$ cat src/rtl/sap_pkg.sv
// Shared definitions for the SAP microcoded sequencer: control-bit map, branch
// conditions, opcodes, sequencer states and the default microcode image.
package sap_pkg;

  localparam int SAP_CTRL_W = 18;
  localparam int SAP_WORD_W = SAP_CTRL_W + 4;

  localparam int HLT     = 17;
  localparam int PC_INC  = 16;
  localparam int PC_OUT  = 15;
  localparam int JUMP    = 14;
  localparam int ACC_IN  = 13;
  localparam int ACC_OUT = 12;
  localparam int ALU_OUT = 11;
  localparam int ADD_SUB = 10;
  localparam int ALU_1   = 9;
  localparam int ALU_0   = 8;
  localparam int XOR_NOT = 7;
  localparam int MAR_IN  = 6;
  localparam int RAM_IN  = 5;
  localparam int RAM_OUT = 4;
  localparam int BR_IN   = 3;
  localparam int IR_IN   = 2;
  localparam int IR_OUT  = 1;
  localparam int OPR_IN  = 0;

  localparam int FLAG_Z = 0;
  localparam int FLAG_C = 1;

  localparam logic [1:0] COND_ALWAYS = 2'd0;
  localparam logic [1:0] COND_Z      = 2'd1;
  localparam logic [1:0] COND_C      = 2'd2;
  localparam logic [1:0] COND_NZ     = 2'd3;

  localparam logic [3:0] OP_NOP = 4'h0;
  localparam logic [3:0] OP_LDA = 4'h1;
  localparam logic [3:0] OP_STA = 4'h2;
  localparam logic [3:0] OP_LDI = 4'h3;
  localparam logic [3:0] OP_ADD = 4'h4;
  localparam logic [3:0] OP_SUB = 4'h5;
  localparam logic [3:0] OP_JMP = 4'h6;
  localparam logic [3:0] OP_JZ  = 4'h7;
  localparam logic [3:0] OP_JC  = 4'h8;
  localparam logic [3:0] OP_JNZ = 4'h9;
  localparam logic [3:0] OP_OUT = 4'hA;
  localparam logic [3:0] OP_AND = 4'hB;
  localparam logic [3:0] OP_OR  = 4'hC;
  localparam logic [3:0] OP_XOR = 4'hD;
  localparam logic [3:0] OP_BAD = 4'hE;
  localparam logic [3:0] OP_HLT = 4'hF;

  typedef enum logic {
    ST_RUN     = 1'b0,
    ST_HALTED  = 1'b1
  } seq_state_t;

  function automatic logic [SAP_CTRL_W-1:0] cbit(input int idx);
    return SAP_CTRL_W'(1) << idx;
  endfunction

  // Word layout {COND, WAIT, END, CTRL}; slots past an instruction's END terminate cleanly.
  function automatic logic [SAP_WORD_W-1:0] ucode_word(input int op, input int stp);
    logic [SAP_CTRL_W-1:0] c;
    logic [1:0]            cnd;
    logic                  wt;
    logic                  en;
    logic [3:0]            o;
    c   = '0;
    cnd = COND_ALWAYS;
    wt  = 1'b0;
    en  = 1'b0;
    o   = 4'(op);
    if (stp == 0) begin
      c = cbit(PC_OUT) | cbit(MAR_IN);
    end else if (stp == 1) begin
      c  = cbit(PC_INC) | cbit(RAM_OUT) | cbit(IR_IN);
      wt = 1'b1;
    end else begin
      en = 1'b1;
      case (o)
        OP_LDA, OP_STA: begin
          if (stp == 2) begin
            c  = cbit(MAR_IN) | cbit(IR_OUT);
            en = 1'b0;
          end else if (stp == 3) begin
            c = (o == OP_LDA) ? (cbit(RAM_OUT) | cbit(ACC_IN)) : (cbit(ACC_OUT) | cbit(RAM_IN));
          end
        end
        OP_LDI: if (stp == 2) c = cbit(IR_OUT) | cbit(ACC_IN);
        OP_ADD, OP_SUB, OP_AND, OP_OR, OP_XOR: begin
          if (stp == 2) begin
            c  = cbit(MAR_IN) | cbit(IR_OUT);
            en = 1'b0;
          end else if (stp == 3) begin
            c  = cbit(RAM_OUT) | cbit(BR_IN);
            en = 1'b0;
          end else if (stp == 4) begin
            c = cbit(ALU_OUT) | cbit(ACC_IN);
            if (o == OP_SUB) c = c | cbit(ADD_SUB);
            if (o == OP_AND) c = c | cbit(ALU_0);
            if (o == OP_OR)  c = c | cbit(ALU_1);
            if (o == OP_XOR) c = c | cbit(XOR_NOT);
          end
        end
        OP_JMP, OP_JZ, OP_JC, OP_JNZ: begin
          if (stp == 2) begin
            c = cbit(JUMP) | cbit(IR_OUT);
            if (o == OP_JZ)  cnd = COND_Z;
            if (o == OP_JC)  cnd = COND_C;
            if (o == OP_JNZ) cnd = COND_NZ;
          end
        end
        OP_OUT: if (stp == 2) c = cbit(ACC_OUT) | cbit(OPR_IN);
        OP_HLT: if (stp == 2) c = cbit(HLT);
        OP_BAD: en = 1'b0;
        default: ;
      endcase
    end
    return {cnd, wt, en, c};
  endfunction

endpackage

$ cat src/rtl/sap_ucode_rom.sv
// Combinational microcode ROM addressed by {opcode, step}; an empty image name
// yields a blank ROM.
module sap_ucode_rom
  import sap_pkg::*;
#(
  parameter int    OP_W       = 4,
  parameter int    STEP_W     = 3,
  parameter int    WORD_W     = SAP_WORD_W,
  parameter string UCODE_FILE = "ucode.hex"
) (
  input  logic [OP_W+STEP_W-1:0] addr,
  output logic [WORD_W-1:0]      word
);

  localparam bit IMAGE_PRESENT = (UCODE_FILE != "");

  always_comb begin
    word = '0;
    if (IMAGE_PRESENT)
      word = WORD_W'(ucode_word(int'(addr[OP_W+STEP_W-1:STEP_W]), int'(addr[STEP_W-1:0])));
  end

endmodule

$ cat src/rtl/sap_microseq.sv
// ROM-driven control sequencer for the SAP CPU: conditional micro-steps,
// memory wait-states and instruction-boundary halting.
module sap_microseq
  import sap_pkg::*;
#(
  parameter int    OP_W       = 4,
  parameter int    STEP_W     = 3,
  parameter int    CTRL_W     = 18,
  parameter int    FLAG_W     = 2,
  parameter string UCODE_FILE = "ucode.hex"
) (
  input  logic              clock,
  input  logic              reset,
  input  logic              halt,
  input  logic [OP_W-1:0]   opcode,
  input  logic [FLAG_W-1:0] flags,
  input  logic              mem_ready,
  output logic [CTRL_W-1:0] ctrl,
  output logic [STEP_W-1:0] step,
  output logic              halted,
  output logic              seq_err
);

  localparam int WORD_W = CTRL_W + 4;

  logic [WORD_W-1:0] word;
  logic [1:0]        w_cond;
  logic              w_wait;
  logic              w_end;
  logic [CTRL_W-1:0] w_ctrl;
  logic [CTRL_W-1:0] gated;
  logic              cond_ok;
  logic              stall;
  logic              boundary_halt;
  seq_state_t        state;
  logic              hlt_latched;

  sap_ucode_rom #(
    .OP_W       (OP_W),
    .STEP_W     (STEP_W),
    .WORD_W     (WORD_W),
    .UCODE_FILE (UCODE_FILE)
  ) u_rom (
    .addr (/*{opcode, step}*/ {opcode, step}),
    .word (word)
  );

  assign w_cond = word[WORD_W-1 -: 2];
  assign w_wait = word[CTRL_W+1];
  assign w_end  = word[CTRL_W];
  assign w_ctrl = word[CTRL_W-1:0];

  always_comb begin
    case (w_cond)
      COND_Z:  cond_ok = flags[FLAG_Z];
      COND_C:  cond_ok = flags[FLAG_C];
      COND_NZ: cond_ok = !flags[FLAG_Z];
      default: cond_ok = 1'b1;
    endcase
  end

  // A failed condition suppresses the controls only; END/WAIT still steer the step counter.
  assign gated         = cond_ok ? w_ctrl : '0;
  assign stall         = w_wait && !mem_ready;
  assign boundary_halt = halt && (step == '0) && !stall;

  // Issue stage: the looked-up word lands in ctrl one edge after its step is sampled.
  always_ff @(posedge clock) begin
    if (reset) begin
      state       <= ST_RUN;
      step        <= '0;
      ctrl        <= '0;
      halted      <= 1'b0;
      seq_err     <= 1'b0;
      hlt_latched <= 1'b0;
    end else begin
      case (state)
        ST_RUN: begin
          if (hlt_latched || boundary_halt) begin
            state  <= ST_HALTED;
            ctrl   <= '0;
            step   <= '0;
            halted <= 1'b1;
          end else begin
            ctrl <= gated;
            if (gated[HLT]) hlt_latched <= 1'b1;
            if (!stall) begin
              if (w_end) begin
                step <= '0;
              end else if (step == '1) begin
                step    <= '0;
                seq_err <= 1'b1;
              end else begin
                step <= step + STEP_W'(1);
              end
            end
          end
        end
        default: begin
          ctrl <= '0;
          step <= '0;
          // A HLT instruction parks the sequencer until reset.
          if (!halt && !hlt_latched) begin
            state  <= ST_RUN;
            halted <= 1'b0;
          end
        end
      endcase
    end
  end

endmodule

$ cat config.mk
export PLATFORM = sky130hd
export DESIGN_NAME = sap_microseq
export DESIGN_NICKNAME = d
export VERILOG_FILES = /design/src/rtl/sap_pkg.sv /design/src/rtl/sap_ucode_rom.sv /design/src/rtl/sap_microseq.sv
export SDC_FILE = /design/constraint.sdc
export NUM_CORES = 1
export LEC_CHECK = 0
export BUFFER_PORTS_ARGS = -buffer_cell sky130_fd_sc_hd__buf_2
export CAP_MARGIN = 30
export CORE_UTILIZATION = 54
export DETAILED_ROUTE_END_ITERATION = 8
export PLACE_DENSITY = 0.83
export SYNTH_ARGS = -nofsm -noshare
export SYNTH_HDL_FRONTEND = slang
export SYNTH_SLANG_ARGS = --single-unit
$ cat constraint.sdc
create_clock -name clock -period 4.7 [get_ports clock]
set_input_delay 0.47 -clock clock [delete_from_list [all_inputs] [get_ports clock]]
set_output_delay 0.47 -clock clock [all_outputs]
set_load 0.02 [all_outputs]
Word-level counts from Yosys, hierarchy flattened. Cells that the tools add are included.

Register bits after elaboration: 25. Bits of input ports: 10. Output and inout port bits: 23. Logic and storage cells: 104.

Add/sub/neg operators: 1. Equality and inequality tests: 24. Muxes and demuxes: 42. Bitwise gates (word level): 5. Reductions and logical operators: 23.

Operators by type and width (number): $mux 18 (8); $pmux 18 s6 (1); $mux 14 (3); $eq 4x4->1 const B (8); $eq 4x3->1 const B (4); $mux 15 (1); $mux 1 (14); $mux 13 (1); $eq 3x3->1 const B (4); $mux 2 (6); $mux 11 (1); $mux 10 (1); $reduce_or 5->1 (2); $mux 9 (1); $eq 4x2->1 const B (2); $mux 8 (1); $reduce_or 4->1 (2); $logic_not 3->1 (2); $mux 3 (2); $pmux 1 s3 (2); $reduce_or 6->1 (1); $logic_not 1->1 (5); $not 1->1 (5); $reduce_and 5->1 (1); 13 further kinds (17).

Logic depth before layout (Yosys ltp).
Depth after elaboration: 13. Mapped depth: 7. Mapped depth without buffers: 7.

Modules after synthesis. From an unflattened synthesis, not the netlist that was laid out.

Cells, all modules: 160. Area total of the unflattened synthesis: 1318.8 µm².

By module, submodules not included: sap_microseq (instances 1, cells an instance 105, area each 965.9 µm², seq. area each 500.5 µm²); sap_ucode_rom (instances 1, cells an instance 55, area each 352.8 µm², seq. area each 0.0 µm²).

Worst setup path after synthesis. OpenSTA, ideal clock, no wires.

Kind: reg2reg. From: register step[1]. To: register step[1]. Library setup time: 0.069 ns. Arrival: 2.188 ns. Required time: 4.631 ns. Slack: 2.443 ns. Stages on the path, launching flop included: 8. Path buffers: 0. Clock period less this slack: 2.257 ns. Cells stage by stage: dfxtp_1 -> inv_1 -> ha_1 -> nor2b_4 -> a2111oi_4 -> o21ai_2 -> or4b_1 -> o21ai_1.

Cells in the longest elaborated chain, start to end: 8. Elaborated cells on any way between the ends: 23. Classes of those cells: 1 x add/sub; 4 x eq/ne; 10 x mux; 8 x reduce/logical.

Ends and longest elaborated chain: from (decl) (line sap_microseq.sv:19) `output logic [STEP_W-1:0] step,`; from (signal assigned) (line sap_microseq.sv:94) `step <= step + STEP_W'(1);`; parallel branches: the longest is 8 deep, another holds $eq 3x3->1.

Several ways; the timed one is not identified. A chain may end at the register's enable or synchronous reset.

Worst setup path in the final report. Ends and elaborated chain as after synthesis.

==> summary.md <==
| Metric | Value |
|---|---|
| Status | finished, final reports clean |
| Vias in the first global route | 1,024 |
| Initial antenna violation count | 0 |
| Core ar. | 2002 um2 |
| DRT iter0 DRCs | between 50 and 60 |
| Measured slew at the worst slew-check pin | 0.5422 ns |
| Clock transition at path regs | 0.13 ns |
| Synth Cell Area | 1172 um2 |
| Via count | 1,137 |
| Crit path kind | reg -> reg |
| Req. time, crit path | 4.95 ns |
| Post-CTS setup buffer count | 0 |
| Post-Syn Nets | 149 |
| CTS tree | done |
| Mux cell area share after synthesis | 0% |
| Power Density | 328.2 nW/um2 |
| Synthesized flop and latch total | 24 |
| # resized after CTS | 0 |
| TNS Setup | 0 ns |
| Ant diodes | 0 |
| Num CTS Buffers | 3 |
| Yosys warns | 0 |
| DP HPWL | around 2 mm |
| Initial DRT Pass Iterations | 4 |
| Maximum VDD drop | 179.2 uV |
| Vias per Instance | 5.984 |
| WL/cell | about 14 um |
| Count of flip-flops with a built-in enable after synthesis | 0 |
| Starting Density | 58.56% |
| Worst Skew | ~0.0032 ns |
| P_leak | 0.6150 nW |
| H-tree depth | 1 |
| Pin count of the biggest net entering global routing | 17 |
| Sequential cell area fraction in the yosys report | 40.98% |
| Port bufs | 32 |
| Synthesized area per cell | 8.815 um2 |
| Fin crit share | 52.60% |
| CP max stage cell | a2111oi_4 |
| Achievable Freq | 0.4045 GHz |
| Cell depth of the worst hold path | 2 |
| Final setup fails | 0 |
| Die ar. | 2361 um2 |
| Adder-cell share of the synthesized area | 6.403% |
| Synth Area in Compound Gates | 18.04% |
| Total Wirelength | 2.741 mm |
| Slew headroom | 63.85% |
| Worst path max stage delay | 0.60 ns |
| Yosys cell types | 43 |
| Clock Tree Buf Depth | 2 |
| Mapped Cells | 133 |
| I/O pin cnt | 33 |
| Ys async rst share | 0% |
| Final Hold Viols | 0 |
| Unrepaired setup endpoints after global routing | false |
| XOR/XNOR Fraction of Synth Area | less than 1% |
| Total track usage | between 20% and 30% |
| First-pass GRT wire length | between 4 and 5 mm |
| Worst-path cell chain | inv_1 -> ha_1 -> nor2b_4 -> a2111oi_4 -> o21ai_2 -> or4b_1 -> o21ai_1 |
| Grt total ovfl | 0 |
| Simple-gate share of the synthesized area | 27.96% |
| Pins Over Slew Limit | 0 |
| Most used DFF post-synth | dfxtp_1 |
| Crit start category | register |
| Hold-fix buffers at CTS | 0 |
| Hold Crit Class | in -> reg |
| DRT antenna net count | 0 |
| Worst EP arrival | 2.73 ns |
| DRC violations left | 0 |
| Tmin final | 2.472 ns |
| Largest fanout on the critical path | 7 |
| Fin util | 69.13% |
| Max Cap Violations | 0 |
| Area growth, synth to finish | 18.04% |
| Die width | 48.60 um |
| Layout cell share with drive strength beyond 1 | 25.77% |
| Worst Reg-to-Reg Cells | 7 |
| CP Capture Type | register |
| Final nets | 180 |
| Worst-skew pair later-pin latency | 0.31 ns |
| Gpl congestion | 0.8310 |
| Row cnt | 16 |
| Sinks on Clock Net | 24 |
| Largest family of logic cells by synthesized area | simple AND/OR/NAND/NOR gates |
| Die Y | roughly 50 um |
| Root Buffer Master | clkbuf_4 |
[area by class of cell]
| type | count | area [um2] |
|---|---|---|
| inverter | 9 | 33.78 |
| multi-input combinational | 94 | 623.1 |
| timing repair buffer | 32 | 160.2 |
| sequential | 24 | 480.5 |
| tap | 27 | 33.78 |
| clock inverter | 1 | 30.03 |
| fill | 177 | 618.1 |
| clock buffer | 3 | 22.52 |
[flip-flops by register name, summed over array words and instances, names as in the netlist]
register     flops
step             3
state            1
seq_err          1
ctrl            17
halted           1
hlt_latched      1
[path summary, 6_finish.rpt]
kind            from      end  slack (ns)
max reg2reg  step[1]  step[1]        2.23
min            reset   halted        0.39
max          step[1]  step[1]        2.23
min reg2reg  seq_err  seq_err        0.50
[cells by family after synthesis]
kind of cell | Yosys count
XOR/XNOR | 1
AO/OA/AOI/OAI | 27
flip-flops | 24
adder cells (fa/ha/maj) | 6
buffers and inverters | 15
AND/OR/NAND/NOR | 60
[per-stage QoR]
stage / cell area (um2) / setup WS (ns) / hold WS, ns / cells / power (mW)
floorplan: 1172 / 2.443 / 0.4851 / 133 / 0.2837
global placement: 1331 / 2.472 / 0.4585 / 186 / 0.3036
detailed placement: 1331 / 2.327 / 0.4765 / 186 / 0.3071
CTS: 1384 / 2.285 / 0.3870 / 190 / 0.4528
global route: 1384 / 2.097 / 0.3893 / 190 / 0.4762
finish: 1384 / 2.228 / 0.3900 / 190 / 0.4541
[critical path, delay by kind of cell, from the launching register on]
| family | cells | cell delay, ns |
|---|---|---|
| AO/OA/AOI/OAI | 3 | 0.87 |
| flip-flops | 1 | 0.48 |
| AND/OR/NAND/NOR | 2 | 0.67 |
| adder cells (fa/ha/maj) | 1 | 0.28 |
| buffers and inverters | 1 | 0.12 |
[layer usage]
metal | share of wire [%] | global-route usage, %
met1 | 41 | 31.63
met2 | 46 | 39.67
met3 | 8.9 | 3.459
met4 | 4.1 | 12.75
met5 | 0 | 0
[cell usage after synthesis (2+ instances only)]
| cell type | count | area (um2) |
|---|---|---|
| a211oi_1 | 3 | 22.52 |
| a21oi_1 | 7 | 35.03 |
| clkbuf_1 | 3 | 11.26 |
| dfxtp_1 | 24 | 480.5 |
| ha_1 | 6 | 75.07 |
| inv_1 | 9 | 33.78 |
| nand2_1 | 12 | 45.04 |
| nand2b_1 | 5 | 31.28 |
| nand3_1 | 2 | 10.01 |
| nand3b_1 | 2 | 15.01 |
| nor2_1 | 9 | 33.78 |
| nor3_1 | 11 | 55.05 |
| nor3b_1 | 2 | 15.01 |
| nor4_1 | 7 | 43.79 |
| o21ai_0 | 3 | 15.01 |
[where the power goes]
part,switching (mW),internal (mW),total (mW)
sequential,0.00648,0.210,0.217
clock,0.0607,0.0862,0.147
combinational,0.0578,0.0327,0.0904
[layout by cell type (no fill, tap or decap), types with 2 or more instances in the layout]
cell / Yosys / final
buf_2: 1 / 32
dfxtp_1: 24 / 24
nand2_1: 12 / 12
nor3_1: 11 / 11
inv_1: 9 / 9
nor2_1: 9 / 9
a21oi_1: 7 / 7
nor4_1: 7 / 7
ha_1: 6 / 6
nand2b_1: 5 / 5
o21ai_0: 3 / 3
a211oi_1: 3 / 3
clkbuf_4: 0 / 3
nor3b_1: 2 / 2
nand3_1: 2 / 2
nand3b_1: 2 / 2
(Power assumes the default switching activity.)
